==> src/rtl/concat_8to32_expand_pkg.sv <==
// concat_pkg: shared constants, FSM state type and lane-index width helper
package concat_pkg;
  localparam int DATA_W = 8;
  localparam int ACC_W = 32;
  localparam int MAX_SHIFT = 23;
  typedef enum logic {IDLE, EMIT} state_t;
  function automatic int lane_w(input int n);
    return $clog2(n);
  endfunction
endpackage

==> src/rtl/concat_lane_expand.sv <==
// concat_lane_expand: one activation byte to signed (act - zero_point) << shift
module concat_lane_expand import concat_pkg::*; (
  input  logic [DATA_W-1:0] act,
  input  logic [DATA_W-1:0] zero_point,
  input  logic [4:0]        shift,
  output logic [ACC_W-1:0]  word
);
  logic [DATA_W:0] diff;
  assign diff = {1'b0, act} - {1'b0, zero_point};
  assign word = {{(ACC_W-DATA_W-1){diff[DATA_W]}}, diff} << shift;
endmodule

==> src/rtl/concat_8to32_expand.sv <==
// concat_8to32_expand: serialize packed 8-bit beats into 32-bit signed words; CONCAT_EXPAND_CNT_EN adds elem_cnt
module concat_8to32_expand import concat_pkg::*; #(
  parameter int CHANNEL_IN_NUM = 8
) (
  input  logic                             clk,
  input  logic                             rst_n,
  input  logic                             s_valid,
  output logic                             s_ready,
  input  logic [CHANNEL_IN_NUM*DATA_W-1:0] s_data,
  input  logic                             s_last,
  input  logic [7:0]                       zero_point,
  input  logic [4:0]                       shift,
  output logic                             m_valid,
  input  logic                             m_ready,
  output logic [ACC_W-1:0]                 m_data,
  output logic [lane_w(CHANNEL_IN_NUM)-1:0] m_chan,
  output logic                             m_last
`ifdef CONCAT_EXPAND_CNT_EN
  , output logic [31:0]                    elem_cnt
`endif
);
  localparam int LW = lane_w(CHANNEL_IN_NUM);
  localparam logic [LW-1:0] LAST_LANE = LW'(CHANNEL_IN_NUM - 1);
  state_t state;
  logic [CHANNEL_IN_NUM*DATA_W-1:0] beat, src;
  logic beat_last, src_last, accept, advance;
  logic [7:0] zp, src_zp;
  logic [4:0] sh, src_sh;
  logic [LW-1:0] lane, nxt_lane;
  logic [ACC_W-1:0] exp_word;
  assign m_valid = state == EMIT;
  assign s_ready = rst_n && (state == IDLE || (lane == LAST_LANE && m_ready));
  assign accept = s_valid && s_ready;
  assign advance = m_valid && m_ready;
  // An accept bypasses the beat registers so lane 0 is ready one cycle later
  assign nxt_lane = accept ? '0 : lane + 1'b1;
  assign src = accept ? s_data : beat;
  assign src_zp = accept ? zero_point : zp;
  assign src_sh = accept ? (shift > 5'(MAX_SHIFT) ? 5'(MAX_SHIFT) : shift) : sh;
  assign src_last = accept ? s_last : beat_last;
  concat_lane_expand u_expand (
    .act(src[nxt_lane*DATA_W +: DATA_W]),
    .zero_point(src_zp),
    .shift(src_sh),
    .word(exp_word)
  );
  always_ff @(posedge clk) begin
    if (!rst_n) begin
      state <= IDLE;
      beat <= '0;
      beat_last <= 1'b0;
      zp <= '0;
      sh <= '0;
      lane <= '0;
      m_data <= '0;
      m_chan <= '0;
      m_last <= 1'b0;
    end else begin
      if (accept) begin
        beat <= s_data;
        beat_last <= s_last;
        zp <= zero_point;
        sh <= src_sh;
      end
      if (accept || (advance && lane != LAST_LANE)) begin
        state <= EMIT;
        lane <= nxt_lane;
        m_data <= exp_word;
        m_chan <= nxt_lane;
        m_last <= src_last && nxt_lane == LAST_LANE;
      end else if (advance) begin
        state <= IDLE;
        m_last <= 1'b0;
      end
    end
  end
`ifdef CONCAT_EXPAND_CNT_EN
  always_ff @(posedge clk) begin
    if (!rst_n) elem_cnt <= '0;
    else if (advance) elem_cnt <= m_last ? '0 : elem_cnt + 1;
  end
`endif
endmodule

==> config.mk <==
export PLATFORM = sky130hd
export DESIGN_NAME = concat_8to32_expand
export DESIGN_NICKNAME = d
export VERILOG_FILES = /design/src/rtl/concat_8to32_expand_pkg.sv /design/src/rtl/concat_lane_expand.sv /design/src/rtl/concat_8to32_expand.sv
export SDC_FILE = /design/constraint.sdc
export NUM_CORES = 1
export LEC_CHECK = 0
export CELL_PAD_IN_SITES_DETAIL_PLACEMENT = 1
export CELL_PAD_IN_SITES_GLOBAL_PLACEMENT = 2
export CORE_MARGIN = 2
export CORE_UTILIZATION = 31
export CTS_BUF_LIST = sky130_fd_sc_hd__clkbuf_4
export DETAILED_ROUTE_END_ITERATION = 10
export GPL_TIMING_DRIVEN = 0
export HOLD_SLACK_MARGIN = 0.06
export PLACE_DENSITY_LB_ADDON = 0.1
export REMOVE_ABC_BUFFERS = 1
export SYNTH_ARGS = -nofsm -noshare
export SYNTH_HDL_FRONTEND = slang
export SYNTH_SLANG_ARGS = --single-unit
export TNS_END_PERCENT = 30
==> constraint.sdc <==
create_clock -name clk -period 6.25 [get_ports clk]
set_input_delay 1.875 -clock clk [delete_from_list [all_inputs] [get_ports clk]]
set_output_delay 1.875 -clock clk [all_outputs]
set_load 0.005 [all_outputs]
# --- After elaboration in Yosys (flattened, before gate mapping) ---
# Index checks and enable logic that the tools add are counted.
# Widths: inputs -> output; s select.
word_totals:
  register_bits: 115
  latch_bits: 0
  mem_bits_rw: 0
  mem_bits_ro: 0
  input_bits: 82
  out_inout_bits: 38
  elab_cells: 35
  n_memories: 0
classes:
  addsub: 2
  n_mul: 0
  n_div: 0
  magnitude_cmp: 1
  n_eq_ne: 3
  shift: 2
  mux: 9
  bitwise: 1
  reduce_logical: 9
op_table:
  columns: ["operator", "count"]
  rows:
  - ["$mux 64", 1]
  - ["$shiftx 64x7->8", 1]
  - ["$shl 32x5->32", 1]
  - ["$mux 5", 2]
  - ["$sub 8x8->9", 1]
  - ["$mux 8", 1]
  - ["$eq 3x3->1 const B", 2]
  - ["$logic_and 1x1->1", 6]
  - ["$gt 5x5->1 const B", 1]
  - ["$mux 1", 4]
  - ["$add 3x1->3 const B", 1]
  - ["$mux 3", 1]
  - ["$ne 3x3->1 const B", 1]
  - ["$logic_or 1x1->1", 2]
  - ["$reduce_bool 2->1", 1]
  - ["$not 1->1", 1]

# --- Logic depth before layout (Yosys ltp) ---
depth:
  depth_word: 9
  mapped_depth: 21
  ltp_nobuf: 18

# --- Hierarchy ---
# From an unflattened synthesis, not the netlist that was laid out.
unflattened:
  cells_unflattened: 765
  area_unflattened_um2: 6331.1
by_module_without_submodules:
  columns: ["mod", "instances", "cells_per_inst", "area_each_um2", "seq_area_each_um2"]
  rows:
  - ["concat_8to32_expand", 1, 543, 4898.4, 2302.2]
  - ["concat_lane_expand", 1, 222, 1432.6, 0.0]

# --- Worst setup path after synthesis ---
# OpenSTA, ideal clock, no wires.
synth_timing:
  path_kind: "input to register"
  from: "in s_valid"
  to: "reg m_data[28]"
  setup_ns: 0.114
  arrival_ns: 5.400
  required_time_ns: 6.136
  path_slack_ns: 0.736
  path_stages: 18
  n_path_buf: 3
  path_cell_list: "and2_1 -> buf_4 -> nand2_1 -> buf_2 -> and2_1 -> buf_6 -> mux4_2 -> a311oi_1 -> ha_1 -> fa_1 -> nand2b_1 -> a211oi_1 -> or4_1 -> a21oi_1 -> nor3_1 -> o32ai_2 -> a21oi_1 -> a21o_1"
synth_via:
  elab_chain_cells: 5
  word_cells_on_any_way: 9
  classes_between: "1 x add/sub; 2 x shift; 4 x mux; 2 x reduce/logical"
synth_lines:
  columns: ["item", "line_no", "source"]
  rows:
  - ["start: declaration", "concat_8to32_expand.sv:7", "input logic s_valid,"]
  - ["$logic_and 1x1->1 *", "concat_8to32_expand.sv:33", "assign accept = s_valid && s_ready;"]
  - ["$mux 64 / $mux 3 (equally long branches)", null, null]
  - ["$shiftx 64x7->8", "concat_8to32_expand.sv:42", ".act(src[nxt_lane*DATA_W +: DATA_W]),"]
  - ["$sub 8x8->9", "concat_lane_expand.sv:9", "assign diff = {1'b0, act} - {1'b0, zero_point};"]
  - ["$shl 32x5->32", "concat_lane_expand.sv:10", "assign word = {{(ACC_W-DATA_W-1){diff[DATA_W]}}, diff} << shift;"]
  - ["end signal: assignment", "concat_8to32_expand.sv:68", "m_data <= exp_word;"]
  - ["end: declaration", "concat_8to32_expand.sv:15", "output logic [ACC_W-1:0] m_data,"]
# Mark *: on every way between the ends. The rest lies on a longest branch, timed or not.
# A chain may end at the register's enable or synchronous reset.

# --- Final worst setup path ---
layout_timing:
  from: "in m_ready"
  to: "reg m_data[26]"
layout_via:
  elab_chain_cells: 8
  word_cells_on_any_way: 14
  classes_between: "1 x add/sub; 2 x shift; 4 x mux; 7 x reduce/logical"
layout_lines:
  columns: ["item", "line_no", "source"]
  rows:
  - ["start: declaration", "concat_8to32_expand.sv:14", "input logic m_ready,"]
  - ["$logic_and 1x1->1", "concat_8to32_expand.sv:32", "assign s_ready = rst_n && (state == IDLE || (lane == LAST_LANE && m_ready));"]
  - ["$logic_or 1x1->1", "concat_8to32_expand.sv:32", null]
  - ["$logic_and 1x1->1", "concat_8to32_expand.sv:32", null]
  - ["$logic_and 1x1->1", "concat_8to32_expand.sv:33", null]
  - ["$mux 64 / $mux 3 (equally long branches)", null, null]
  - ["$shiftx 64x7->8", "concat_8to32_expand.sv:42", null]
  - ["$sub 8x8->9", "concat_lane_expand.sv:9", null]
  - ["$shl 32x5->32", "concat_lane_expand.sv:10", null]
# Parallel ways exist; a longest one is shown, timed or not.

==> summary.txt <==
Place
  – IO buf count: 119
  – Placer congestion estimate: 0.802
  – Dpl hpwl: ~13 mm

Logic synthesis
  – Primary FF master, synth: dfxtp_1
  – Mapped cell area: 6030 um2
  – Post-synth EDFFs: 0
  – Ys async rst share: 0%
  – Syn. warnings: 0
  – Cells after Synth: between 700 and 800
  – Register area share after synthesis: 38.2%
  – Number of library cell types mapped by synthesis: 67
  – Syn avg cell area: 8.37 um2
  – Register bit count reported by yosys: 115

Setup path
  – Critical Path Stages: 16
  – Critical Path RT: between 6 and 7 ns
  – Worst path top cell family by delay: compound AO/OA/AOI/OAI gates
  – Worst-path maximum fanout: 21
  – Startpoint types: input pin
  – Flop2flop setup slack: 0.83 ns
  – Reg2reg start: lane[0]$_SDFFE_PN0P_
  – Setup crit end: m_data[26]$_SDFFE_PN0P_
  – Slowest cell on the critical path: mux4_2
  – CP Class: input pin to register
  – Delay of the slowest cell on the worst path: 0.57 ns
  – R2R cell count: 17
  – R2r endpoint: m_data[26]$_SDFFE_PN0P_
  – Crit. Startpoint: m_ready
  – Crit end category: register
  – Crit path buf inv count: 1
  – Data arrival, critical path: 6.49 ns
  – Most frequent CP cell: a21oi_2
  – Crit-path cells: clkdlybuf4s50_1, a21bo_2, nand2_8, and2_4, mux4_2, a311oi_4, ha_1, fa_1, nand2b_1, a211oi_1, or4_1, a21oi_2, o211ai_2, a21oi_2, o311ai_1, a22o_1

Clock network
  – Hold Buf Count CTS: 0
  – CTS Buf Count: 17
  – H-tree levels: 4
  – Worst-Skew Late Latency: 0.55 ns
  – Max Buffers Root-to-Sink: 2
  – Clock root cell: clkbuf_4
  – Clk sinks: 115
  – Reg clk slew, reported paths: 0.11 ns
  – CTS tree: yes

Global route
  – Grt total ovfl: 0
  – Global-route wire length before repair: a little over 30 mm
  – Initial antenna violation count: 1
  – GR Util All Layers: 19.1%
  – Largest net degree at the start of global routing: 107
  – Number of global-route vias before repair: 5737

Cells and area
  – Most frequent cells in the layout: nand2_1 (171), clkdlybuf4s50_1 (118), dfxtp_1 (114)
  – Nets: 908
  – Leading cell type in the layout, fill and taps excluded: nand2_1
  – Proportion of layout cells with a drive suffix above 1: 10.4%
  – P&R area growth vs syn: 30.1%

Timing
  – Post-route setup TNS: 0 ns
  – Setup violators final: 0
  – Slew HR: 23.3%
  – Minimum clock period: 6.04 ns
  – Slew Viols, Final: 0
  – F_max: 165 MHz
  – Worst-margin pin slew: 1.15 ns
  – Post-route clock period utilization: 96.7%
  – Hold Fails Final Rpt: 0
  – Layout Skew: between 0.02 and 0.025 ns

Outcome
  – Status: finished clean

Floorplanning
  – Boundary Pins: 120
  – Core area: just under 20000 um2
  – Row count: 51
  – Vert. Die Dim: roughly 140 um
  – Die area: 20600 um2
  – Die W: between 100 and 150 um
  – Initial Util: between 30% and 40%

Job
  – Maxcap violations: 0

Detailed routing
  – DRT iter0 DRCs: roughly 250
  – Wire length per cell: roughly 18 um
  – Drt drc: 0
  – Drt first pass iters: 4
  – Final ANT Viol Nets: 0
  – Vias: 5650
  – Detailed-route vias per instance: 5.17
  – Final wirelength: 19.4 mm

Power and ir drop
  – Overall power: 2.01 mW
  – Leakage: 2.80 nW
  – Power Dens Cells: 256 nW/um2
  – Peak VDD IR: 0.134 mV

Hold path
  – Tightest Hold Check Type: register to register
## logic make-up after synthesis
| group | count (synthesis) | share of synthesized area [%] |
|---|---|---|
| muxes | 42 | 9.90 |
| buffers and inverters | 59 | 4.09 |
| adders and majority gates | 12 | 2.61 |
| xor gates and xnor gates | 5 | 0.726 |
| and+or+nand+nor | 283 | 20.6 |
| DFF | 115 | 38.2 |
| AOI/OAI and AO/OA | 204 | 23.9 |
## cells in the mapped netlist (3+ instances only)
library cell | number | area (um2)
nand2_1 | 173 | 649
o21a_1 | 3 | 22.5
a31oi_1 | 6 | 37.5
buf_1 | 5 | 18.8
inv_1 | 5 | 18.8
a21oi_1 | 30 | 150
buf_2 | 11 | 55.1
o21ai_1 | 8 | 40.0
or2_1 | 3 | 18.8
a211oi_1 | 4 | 30.0
o211ai_1 | 10 | 75.1
o21ai_0 | 30 | 150
nand4_1 | 3 | 18.8
a21boi_0 | 60 | 450
nand2b_1 | 5 | 31.3
nor2_1 | 25 | 93.8
mux2i_1 | 27 | 270
mux4_2 | 14 | 315
a21o_1 | 3 | 22.5
a22oi_1 | 4 | 30.0
and2_1 | 11 | 68.8
xnor2_1 | 4 | 35.0
nor4_1 | 3 | 18.8
a22o_1 | 5 | 43.8
nand3_1 | 22 | 110
dfxtp_1 | 115 | 2300
a221o_1 | 3 | 30.0
o221ai_1 | 4 | 35.0
nor2b_1 | 17 | 106
and3_1 | 4 | 25.0
clkbuf_1 | 36 | 135
ha_1 | 11 | 138
o31ai_1 | 8 | 60.1
nor3_1 | 10 | 50.1
## flip-flops by register name, indices dropped and copies added (netlist names)
| signal | cells |
|---|---|
| beat | 64 |
| m_data | 32 |
| zp | 8 |
| sh | 5 |
| lane | 3 |
| beat_last | 1 |
| m_last | 1 |
| m_valid | 1 |
## tightest hold or removal path, stage by stage, from the launching register on
cell	delay, ns
dfxtp_1	0.32
nand2_1	0.05
nand2_1	0.04
## worst min-delay path by stage
| stage | startpoint | end | cells after the start |
|---|---|---|---|
| after CTS | m_data[13]$_SDFFE_PN0P_ | m_data[13]$_SDFFE_PN0P_ | 2 |
| final | m_data[13]$_SDFFE_PN0P_ | m_data[13]$_SDFFE_PN0P_ | 2 |
| after global routing | m_data[13]$_SDFFE_PN0P_ | m_data[13]$_SDFFE_PN0P_ | 2 |
| after floorplan | m_data[13]$_SDFFE_PN0P_ | m_data[13]$_SDFFE_PN0P_ | 2 |
| after detailed placement | m_data[13]$_SDFFE_PN0P_ | m_data[13]$_SDFFE_PN0P_ | 2 |
| after global placement | m_data[13]$_SDFFE_PN0P_ | m_data[13]$_SDFFE_PN0P_ | 2 |
## metal layers
layer	global-route usage, %	vias up	wire (um)
met5	0	-	0
met4	5.68	0	347
met3	5.00	24	910
met2	32.5	110	9380
met1	23.8	2758	8760
li1	-	2758	-
## timing repair
action | 4_1_cts | 5_1_grt
pin swaps | 1 | 2
setup endpoints to repair | 32 | 27
cloned | 2 | 1
setup buffers | 0 | 5
hold endpoints to repair | 0 | 0
resized for setup | 10 | 8
## layout make-up
cell class / count / area (um2)
antenna: 1 / 2.50
clock buffer: 17 / 128
clock inverter: 15 / 184
fill: 2295 / 11400
inverter: 5 / 18.8
multi-input combinational: 549 / 3590
sequential: 115 / 2300
tap: 265 / 332
timing repair buffer: 126 / 1290
## report_power, final
part           switching [mW]  internal, mW  total (mW)
registers              0.0295         0.782       0.811
logic                   0.326         0.261       0.586
clock network           0.331         0.280       0.612
## stage by stage
stage                     utilization [%]  setup slack (ns)  area, um2  hold WS (ns)  instances
after floorplan                         -            -0.931       5800         0.439        666
after global placement               38.0             -6.83       7320         0.433       1050
after detailed placement             38.4             -1.86       7400         0.436       1052
after CTS                            40.3            0.0382       7770         0.452       1086
after global routing                 40.7          -0.00175       7850         0.478       1093
final                                40.7             0.206       7850         0.448       1093
Note: power is estimated with default switching activity, not from simulation.
